### src/rtl/alu_pkg.sv
// Shared ALU definitions: op codes, RV32I opcode/funct7 constants, decoded entry.
// Imported by the issue stage, its decoder and the ALU.
package alu_pkg;

  localparam logic [3:0] ALU_ADD  = 4'd0;
  localparam logic [3:0] ALU_SUB  = 4'd1;
  localparam logic [3:0] ALU_SLT  = 4'd2;
  localparam logic [3:0] ALU_SLTU = 4'd3;
  localparam logic [3:0] ALU_XOR  = 4'd4;
  localparam logic [3:0] ALU_OR   = 4'd5;
  localparam logic [3:0] ALU_AND  = 4'd6;
  localparam logic [3:0] ALU_SLL  = 4'd7;
  localparam logic [3:0] ALU_SRL  = 4'd8;
  localparam logic [3:0] ALU_SRA  = 4'd9;

  localparam logic [6:0] OPC_OP     = 7'b0110011;
  localparam logic [6:0] OPC_OP_IMM = 7'b0010011;
  localparam logic [6:0] OPC_LUI    = 7'b0110111;
  localparam logic [6:0] OPC_AUIPC  = 7'b0010111;

  localparam logic [6:0] F7_BASE = 7'b0000000;
  localparam logic [6:0] F7_ALT  = 7'b0100000;

  localparam int ENTRY_W = 75;

  typedef struct packed {
    logic [31:0] operand_a;
    logic [31:0] operand_b;
    logic [3:0]  alu_op;
    logic [4:0]  rd;
    logic        rd_we;
    logic        illegal;
  } entry_t;

endpackage

### src/rtl/alu_op_decode.sv
// Purpose: decode an RV32I OP/OP-IMM/LUI/AUIPC instruction into an ALU request entry.
// Latency: combinational.
// Backpressure: none; the enclosing stage owns the handshake.
module alu_op_decode
  import alu_pkg::*;
(
  input  logic [31:0] instr,
  input  logic [31:0] pc,
  input  logic [31:0] rs1,
  input  logic [31:0] rs2,
  output entry_t      dec
);

  logic [6:0]  opcode;
  logic [2:0]  funct3;
  logic [6:0]  funct7;
  logic        is_shift;
  logic        f7_ok;
  logic [3:0]  base_op;
  logic        legal;
  logic [3:0]  op;
  logic [31:0] opa;
  logic [31:0] opb;
  logic        unused_fields;

  assign opcode   = instr[6:0];
  assign funct3   = instr[14:12];
  assign funct7   = instr[31:25];
  assign is_shift = (funct3 == 3'b001) || (funct3 == 3'b101);
  // The alternate funct7 only selects SUB/SRA, so it is legal solely with funct3 000/101.
  assign f7_ok    = (funct7 == F7_BASE) ||
                    ((funct7 == F7_ALT) && ((funct3 == 3'b000) || (funct3 == 3'b101)));
  assign unused_fields = ^instr[19:15];

  always_comb begin
    base_op = ALU_ADD;
    case (funct3)
      3'b000:  base_op = ALU_ADD;
      3'b001:  base_op = ALU_SLL;
      3'b010:  base_op = ALU_SLT;
      3'b011:  base_op = ALU_SLTU;
      3'b100:  base_op = ALU_XOR;
      3'b101:  base_op = ALU_SRL;
      3'b110:  base_op = ALU_OR;
      default: base_op = ALU_AND;
    endcase
  end

  always_comb begin
    legal = 1'b0;
    op    = ALU_ADD;
    opa   = '0;
    opb   = '0;
    case (opcode)
      OPC_OP: begin
        legal = f7_ok;
        opa   = rs1;
        opb   = rs2;
        if (funct7 == F7_ALT) op = (funct3 == 3'b000) ? ALU_SUB : ALU_SRA;
        else                  op = base_op;
      end
      OPC_OP_IMM: begin
        opa = rs1;
        if (is_shift) begin
          legal = f7_ok;
          opb   = {27'b0, instr[24:20]};
          op    = (funct7 == F7_ALT) ? ALU_SRA : base_op;
        end else begin
          // funct7 bits are immediate here, so ADDI ignores them
          legal = 1'b1;
          opb   = {{20{instr[31]}}, instr[31:20]};
          op    = base_op;
        end
      end
      OPC_LUI: begin
        legal = 1'b1;
        opb   = {instr[31:12], 12'b0};
      end
      OPC_AUIPC: begin
        legal = 1'b1;
        opa   = pc;
        opb   = {instr[31:12], 12'b0};
      end
      default: legal = 1'b0;
    endcase
  end

  always_comb begin
    dec           = '0;
    dec.operand_a = legal ? opa : 32'd0;
    dec.operand_b = legal ? opb : 32'd0;
    dec.alu_op    = legal ? op : ALU_ADD;
    dec.rd        = instr[11:7];
    dec.rd_we     = legal && (instr[11:7] != 5'd0);
    dec.illegal   = !legal;
  end

endmodule

### src/rtl/alu_issue_stage.sv
// Purpose: registered decode/issue stage feeding the ALU request interface.
// Latency: one cycle from accept to out_valid when the main entry is empty.
// Backpressure: two-entry skid buffer; registered in_ready drops once the skid entry fills.
module alu_issue_stage
  import alu_pkg::*;
(
  input  logic        clk,
  input  logic        rst_n,
  input  logic        in_valid,
  output logic        in_ready,
  input  logic [31:0] in_instr,
  input  logic [31:0] in_pc,
  input  logic [31:0] in_rs1_data,
  input  logic [31:0] in_rs2_data,
  output logic        out_valid,
  input  logic        out_ready,
  output logic [31:0] out_operand_a,
  output logic [31:0] out_operand_b,
  output logic [3:0]  out_alu_op,
  output logic [4:0]  out_rd,
  output logic        out_rd_we,
  output logic        out_illegal
);

  entry_t dec_entry;
  entry_t main_q, main_d;
  entry_t skid_q, skid_d;
  logic   main_vld, main_vld_d;
  logic   skid_vld, skid_vld_d;
  logic   accept;
  logic   drain;

  alu_op_decode u_decode (
    .instr (in_instr),
    .pc    (in_pc),
    .rs1   (in_rs1_data),
    .rs2   (in_rs2_data),
    .dec   (dec_entry)
  );

  assign accept = in_valid && in_ready;
  assign drain  = main_vld && out_ready;

  // in_ready is low whenever skid is full, so accept never coincides with a full skid.
  always_comb begin
    main_d     = main_q;
    skid_d     = skid_q;
    main_vld_d = main_vld;
    skid_vld_d = skid_vld;
    if (drain) begin
      if (skid_vld) begin
        main_d     = skid_q;
        main_vld_d = 1'b1;
        skid_vld_d = 1'b0;
      end else if (accept) begin
        main_d     = dec_entry;
        main_vld_d = 1'b1;
      end else begin
        main_vld_d = 1'b0;
      end
    end else if (accept) begin
      if (!main_vld) begin
        main_d     = dec_entry;
        main_vld_d = 1'b1;
      end else begin
        skid_d     = dec_entry;
        skid_vld_d = 1'b1;
      end
    end
  end

  always_ff @(posedge clk or negedge rst_n) begin
    if (!rst_n) begin
      main_q   <= '0;
      skid_q   <= '0;
      main_vld <= 1'b0;
      skid_vld <= 1'b0;
      in_ready <= 1'b1;
    end else begin
      main_q   <= main_d;
      skid_q   <= skid_d;
      main_vld <= main_vld_d;
      skid_vld <= skid_vld_d;
      in_ready <= !skid_vld_d;
    end
  end

  assign out_valid     = main_vld;
  assign out_operand_a = main_q.operand_a;
  assign out_operand_b = main_q.operand_b;
  assign out_alu_op    = main_q.alu_op;
  assign out_rd        = main_q.rd;
  assign out_rd_we     = main_q.rd_we;
  assign out_illegal   = main_q.illegal;

endmodule

### config.mk
export PLATFORM = sky130hd
export DESIGN_NAME = alu_issue_stage
export DESIGN_NICKNAME = d
export VERILOG_FILES = /design/src/rtl/alu_pkg.sv /design/src/rtl/alu_op_decode.sv /design/src/rtl/alu_issue_stage.sv
export SDC_FILE = /design/constraint.sdc
export NUM_CORES = 1
export LEC_CHECK = 0
export BUFFER_PORTS_ARGS = -buffer_cell sky130_fd_sc_hd__buf_4
export CAP_MARGIN = 0
export CORE_ASPECT_RATIO = 1.5
export CORE_MARGIN = 5
export CORE_UTILIZATION = 25
export CTS_CLUSTER_SIZE = 24
export DETAILED_ROUTE_END_ITERATION = 10
export PLACE_DENSITY = 0.55
export SETUP_SLACK_MARGIN = 0.5
export SLEW_MARGIN = 15
export SYNTH_ARGS = -nofsm -noshare
export SYNTH_HDL_FRONTEND = slang
export SYNTH_SLANG_ARGS = --single-unit
### constraint.sdc
create_clock -name clk -period 2.48 [get_ports clk]
set_clock_uncertainty 0.15 [all_clocks]
set_input_delay 0.248 -clock clk [delete_from_list [all_inputs] [get_ports clk]]
set_output_delay 0.248 -clock clk [all_outputs]
set_load 0.01 [all_outputs]
==> impl_metrics.yaml <==
global_routing:
  use_met1_pct: 17.6
  number_of_antenna_violations_at_the_first_check_in_global_routing: 0
  first_global_vias: 6672
  grt_pass1_wl_um: 38300
  globalRoute.totalOverflow: 0
  grt_busiest_layer: "met2"
  use_met2_pct: 25.6
  total_global_route_track_usage_pct: 14.7
  grt_max_degree: 108
  global_route.usage.met3_pct: 4.32
cts:
  worst_setup_hold_path_clk_slew_ns: 0.07
  numCtsBuffers: 17
  worstSkewPairLatency_ns: 0.43
  clock_tree_from_tritoncts: "built"
  cts_root_buffer: "sky130_fd_sc_hd__clkbuf_16"
  deepest_level_of_the_cts_h_tree: 4
  max-clock-path-buffers: 2
  numClockSinks: 153
power_and_ir_drop:
  power.net_switching_w: 0.00258
  seq_power_share_pct: 37.5
  comb_power_share_pct: 28.1
  leakage_nw: 4.61
  peakVddDrop_mv: 0.471
  power_density_mw_per_mm2: 819
  pwr-share-clk_pct: 34.4
  internal_power_w: 0.00585
  power_switching_share_pct: 30.6
detailed_routing:
  vias_per_cell: 4.79
  drt_pass1_iterations: 4
  detailedRoute.firstIterationViolations: 287
  detailroute.via_count: 6616
  route.antenna.remaining_nets: 0
  post-route-drc-count: 0
  post_drt_wl_per_cell_um: 17.9
  routed_wire_length_um: 24700
synth:
  synth_enable_flop_cells: 0
  postSynth.topFlopCell: "sky130_fd_sc_hd__dfrtp_1"
  async_reset_ff_share_pct: 100
  netlist_area_mm2: 0.00745
  syn-num-nets: 906
  ys_ff_latch: 153
  netlist_top_cells_area: "sky130_fd_sc_hd__dfrtp_1 (51%), sky130_fd_sc_hd__nand2_1 (8.1%), sky130_fd_sc_hd__o21ai_0 (4.6%)"
  yosys_warnings: 0
  post_synth_inst_count: 774
  synthDominantAreaCellType: "sky130_fd_sc_hd__dfrtp_1"
  synth_seq_area_share_pct: 51.4
  yosysUniqueCellTypes: 52
  netlist.area_leader.share_pct: 51.1
  postSynthAreaPerCell_um2: 9.62
die:
  die_area_mm2: 0.0334
  effective_utilization_at_floorplan_pct: 25.3
  fp-row-count: 77
  floorplan.io_pins: 209
  floorplan.core_area_mm2: 0.0295
  die_height_um: 221
  die-width_um: 151
cells_and_area:
  layout-drive-gt1-share_pct: 29.5
  final_common_cell: "sky130_fd_sc_hd__buf_4"
  post_layout_nonfiller_instances: 1380
  layout_common_cells: "sky130_fd_sc_hd__buf_4 (221), sky130_fd_sc_hd__nand2_1 (159), sky130_fd_sc_hd__dfrtp_1 (152), sky130_fd_sc_hd__o21ai_0 (68), sky130_fd_sc_hd__a22oi_1 (42)"
  layout.nets: 1105
  area_growth_syn_to_fin_pct: 38.2
  diodes_inserted: 0
place:
  gpl.final_weighted_congestion: 0.799
  post-dp-hpwl_um: 17200
  io_buffer_count: 208
  post-place-cells: 1333
worst_setup_path:
  cp_class: "reg2reg"
  start_kind: "flip-flop"
  cp_data_arrival_time_ns: 2.12
  critPathMaxFanout: 11
  critPathRequiredTime_ns: 2.66
  endpoint_kind: "flip-flop"
timing:
  timing_max_transition_violations_final: 0
  rsz_0062_raised_after_global_routing: "yes"
  worstMarginPinSlew_ns: 0.553
  timing.slew.headroom_pct: 63.1
  final_number_of_setup_violating_endpoints: 0
  achievable-frequency_mhz: 516
  fin_crit_sh_pct: 78.1
  hold_viol_final: 0
  timing.final.crit_period_ns: 1.94
  fin_tns_setup_ns: 0
hold_path:
  hold_wc_path_type: "in2reg"
run_status:
  status: "finished, final reports clean"
run:
  cap_viol_max_count: 0
power by group through the flow:
stage	clock network [W]	logic (W)	registers [W]
finish	0.00290	0.00237	0.00316
global route	0.00307	0.00262	0.00321
CTS	0.00299	0.00237	0.00316
detailed placement	0	0.00233	0.00321
global placement	0	0.00231	0.00320
floorplan	0	0.00100	0.00333
layer usage:
metal | up-vias | routed length (um)
met5 | - | 0
met4 | 0 | 400
met3 | 21 | 1620
met2 | 191 | 12800
met1 | 3220 | 9960
li1 | 3184 | -
worst max-delay path: stages, from the launching register on:
cell                      delay, ns
sky130_fd_sc_hd__dfrtp_1       0.43
sky130_fd_sc_hd__nand2_1       0.28
sky130_fd_sc_hd__nor2_4        0.13
sky130_fd_sc_hd__or4_4         0.57
sky130_fd_sc_hd__o31ai_2       0.28
per-stage QoR:
step	hold WS [ns]	utilization, %	area [um2]	setup WS [ns]	power (W)
2_1_floorplan	-0.198	-	7450	0.516	0.00433
3_3_place_gp	0.0911	32.1	9450	0.208	0.00551
3_5_place_dp	0.0945	32.1	9450	0.179	0.00554
4_1_cts	0.00608	34.8	10300	0.507	0.00852
5_1_grt	0.0272	34.9	10300	0.424	0.00891
6_report	0.0208	34.9	10300	0.542	0.00843
synth_stat cells (2+ instances only):
cell type	number
sky130_fd_sc_hd__o31ai_1	31
sky130_fd_sc_hd__dfrtp_1	152
sky130_fd_sc_hd__nor2_1	15
sky130_fd_sc_hd__clkbuf_1	43
sky130_fd_sc_hd__nand2b_1	2
sky130_fd_sc_hd__o21ai_1	3
sky130_fd_sc_hd__nor3_1	3
sky130_fd_sc_hd__o21ai_0	68
sky130_fd_sc_hd__buf_1	4
sky130_fd_sc_hd__buf_6	4
sky130_fd_sc_hd__o311ai_0	28
sky130_fd_sc_hd__nor2b_1	33
sky130_fd_sc_hd__a221o_1	18
sky130_fd_sc_hd__a22oi_1	42
sky130_fd_sc_hd__buf_2	6
sky130_fd_sc_hd__nand3b_1	2
sky130_fd_sc_hd__a31oi_1	6
sky130_fd_sc_hd__nand2_1	160
sky130_fd_sc_hd__o311ai_1	2
sky130_fd_sc_hd__nand3_1	12
sky130_fd_sc_hd__a21oi_1	39
sky130_fd_sc_hd__o31ai_2	9
sky130_fd_sc_hd__o21a_1	29
sky130_fd_sc_hd__mux2i_1	5
sky130_fd_sc_hd__nand4_1	2
sky130_fd_sc_hd__clkbuf_8	8
sky130_fd_sc_hd__inv_1	23
registers in the layout, indices dropped and copies added, names as in the netlist:
name / cells
in_ready: 1
out_alu_op: 4
out_illegal: 1
out_operand_a: 32
out_operand_b: 32
out_rd: 5
out_rd_we: 1
out_valid: 1
skid_q: 75
skid_vld: 1
final timing paths:
check | start | to | slack [ns] | depth (start not counted)
setup reg to reg | out_valid$_DFFE_PN0P_ | out_alu_op[2]$_DFFE_PN0P_ | 0.54 | 4
hold reg to reg | skid_q[72]$_DFFE_PN0P_ | skid_q[72]$_DFFE_PN0P_ | 0.32 | 2
min in group asynchronous | rst_n | out_operand_b[7]$_DFFE_PN0P_ | 0.19 | 2
setup / recovery | out_valid$_DFFE_PN0P_ | out_alu_op[2]$_DFFE_PN0P_ | 0.54 | 4
hold / removal | in_instr[24] | skid_q[15]$_DFFE_PN0P_ | 0.02 | 3
max in group asynchronous | rst_n | out_operand_a[22]$_DFFE_PN0P_ | 1.30 | 3
final cells by class:
class | instances | area [um2]
sequential | 153 | 3830
fill | 3084 | 19200
clock buffer | 21 | 460
clock inverter | 10 | 191
tap | 395 | 494
multi-input combinational | 533 | 3220
timing repair buffer | 245 | 2010
inverter | 23 | 86.3
logic make-up (layout without fill, tap and decap cells):
kind of cell / count (synthesis) / after routing / synth area share (%)
compound gates: 284 / 284 / 26.9
simple gates: 240 / 241 / 14.5
flops: 153 / 153 / 51.4
buf+inv: 89 / 299 / 6.13
mux: 5 / 5 / 0.672
xor+xnor: 2 / 2 / 0.235
fa+ha+maj: 1 / 1 / 0.134
what timing repair did:
item,in CTS,in global routing
buffers inserted,1,0
hold buffers,13,0
endpoints found under the hold margin,66,0
resized for setup,3,2
pin swaps,1,1
cloned,1,1
setup endpoints to repair,54,57
Note: power is estimated with default switching activity, not from simulation.
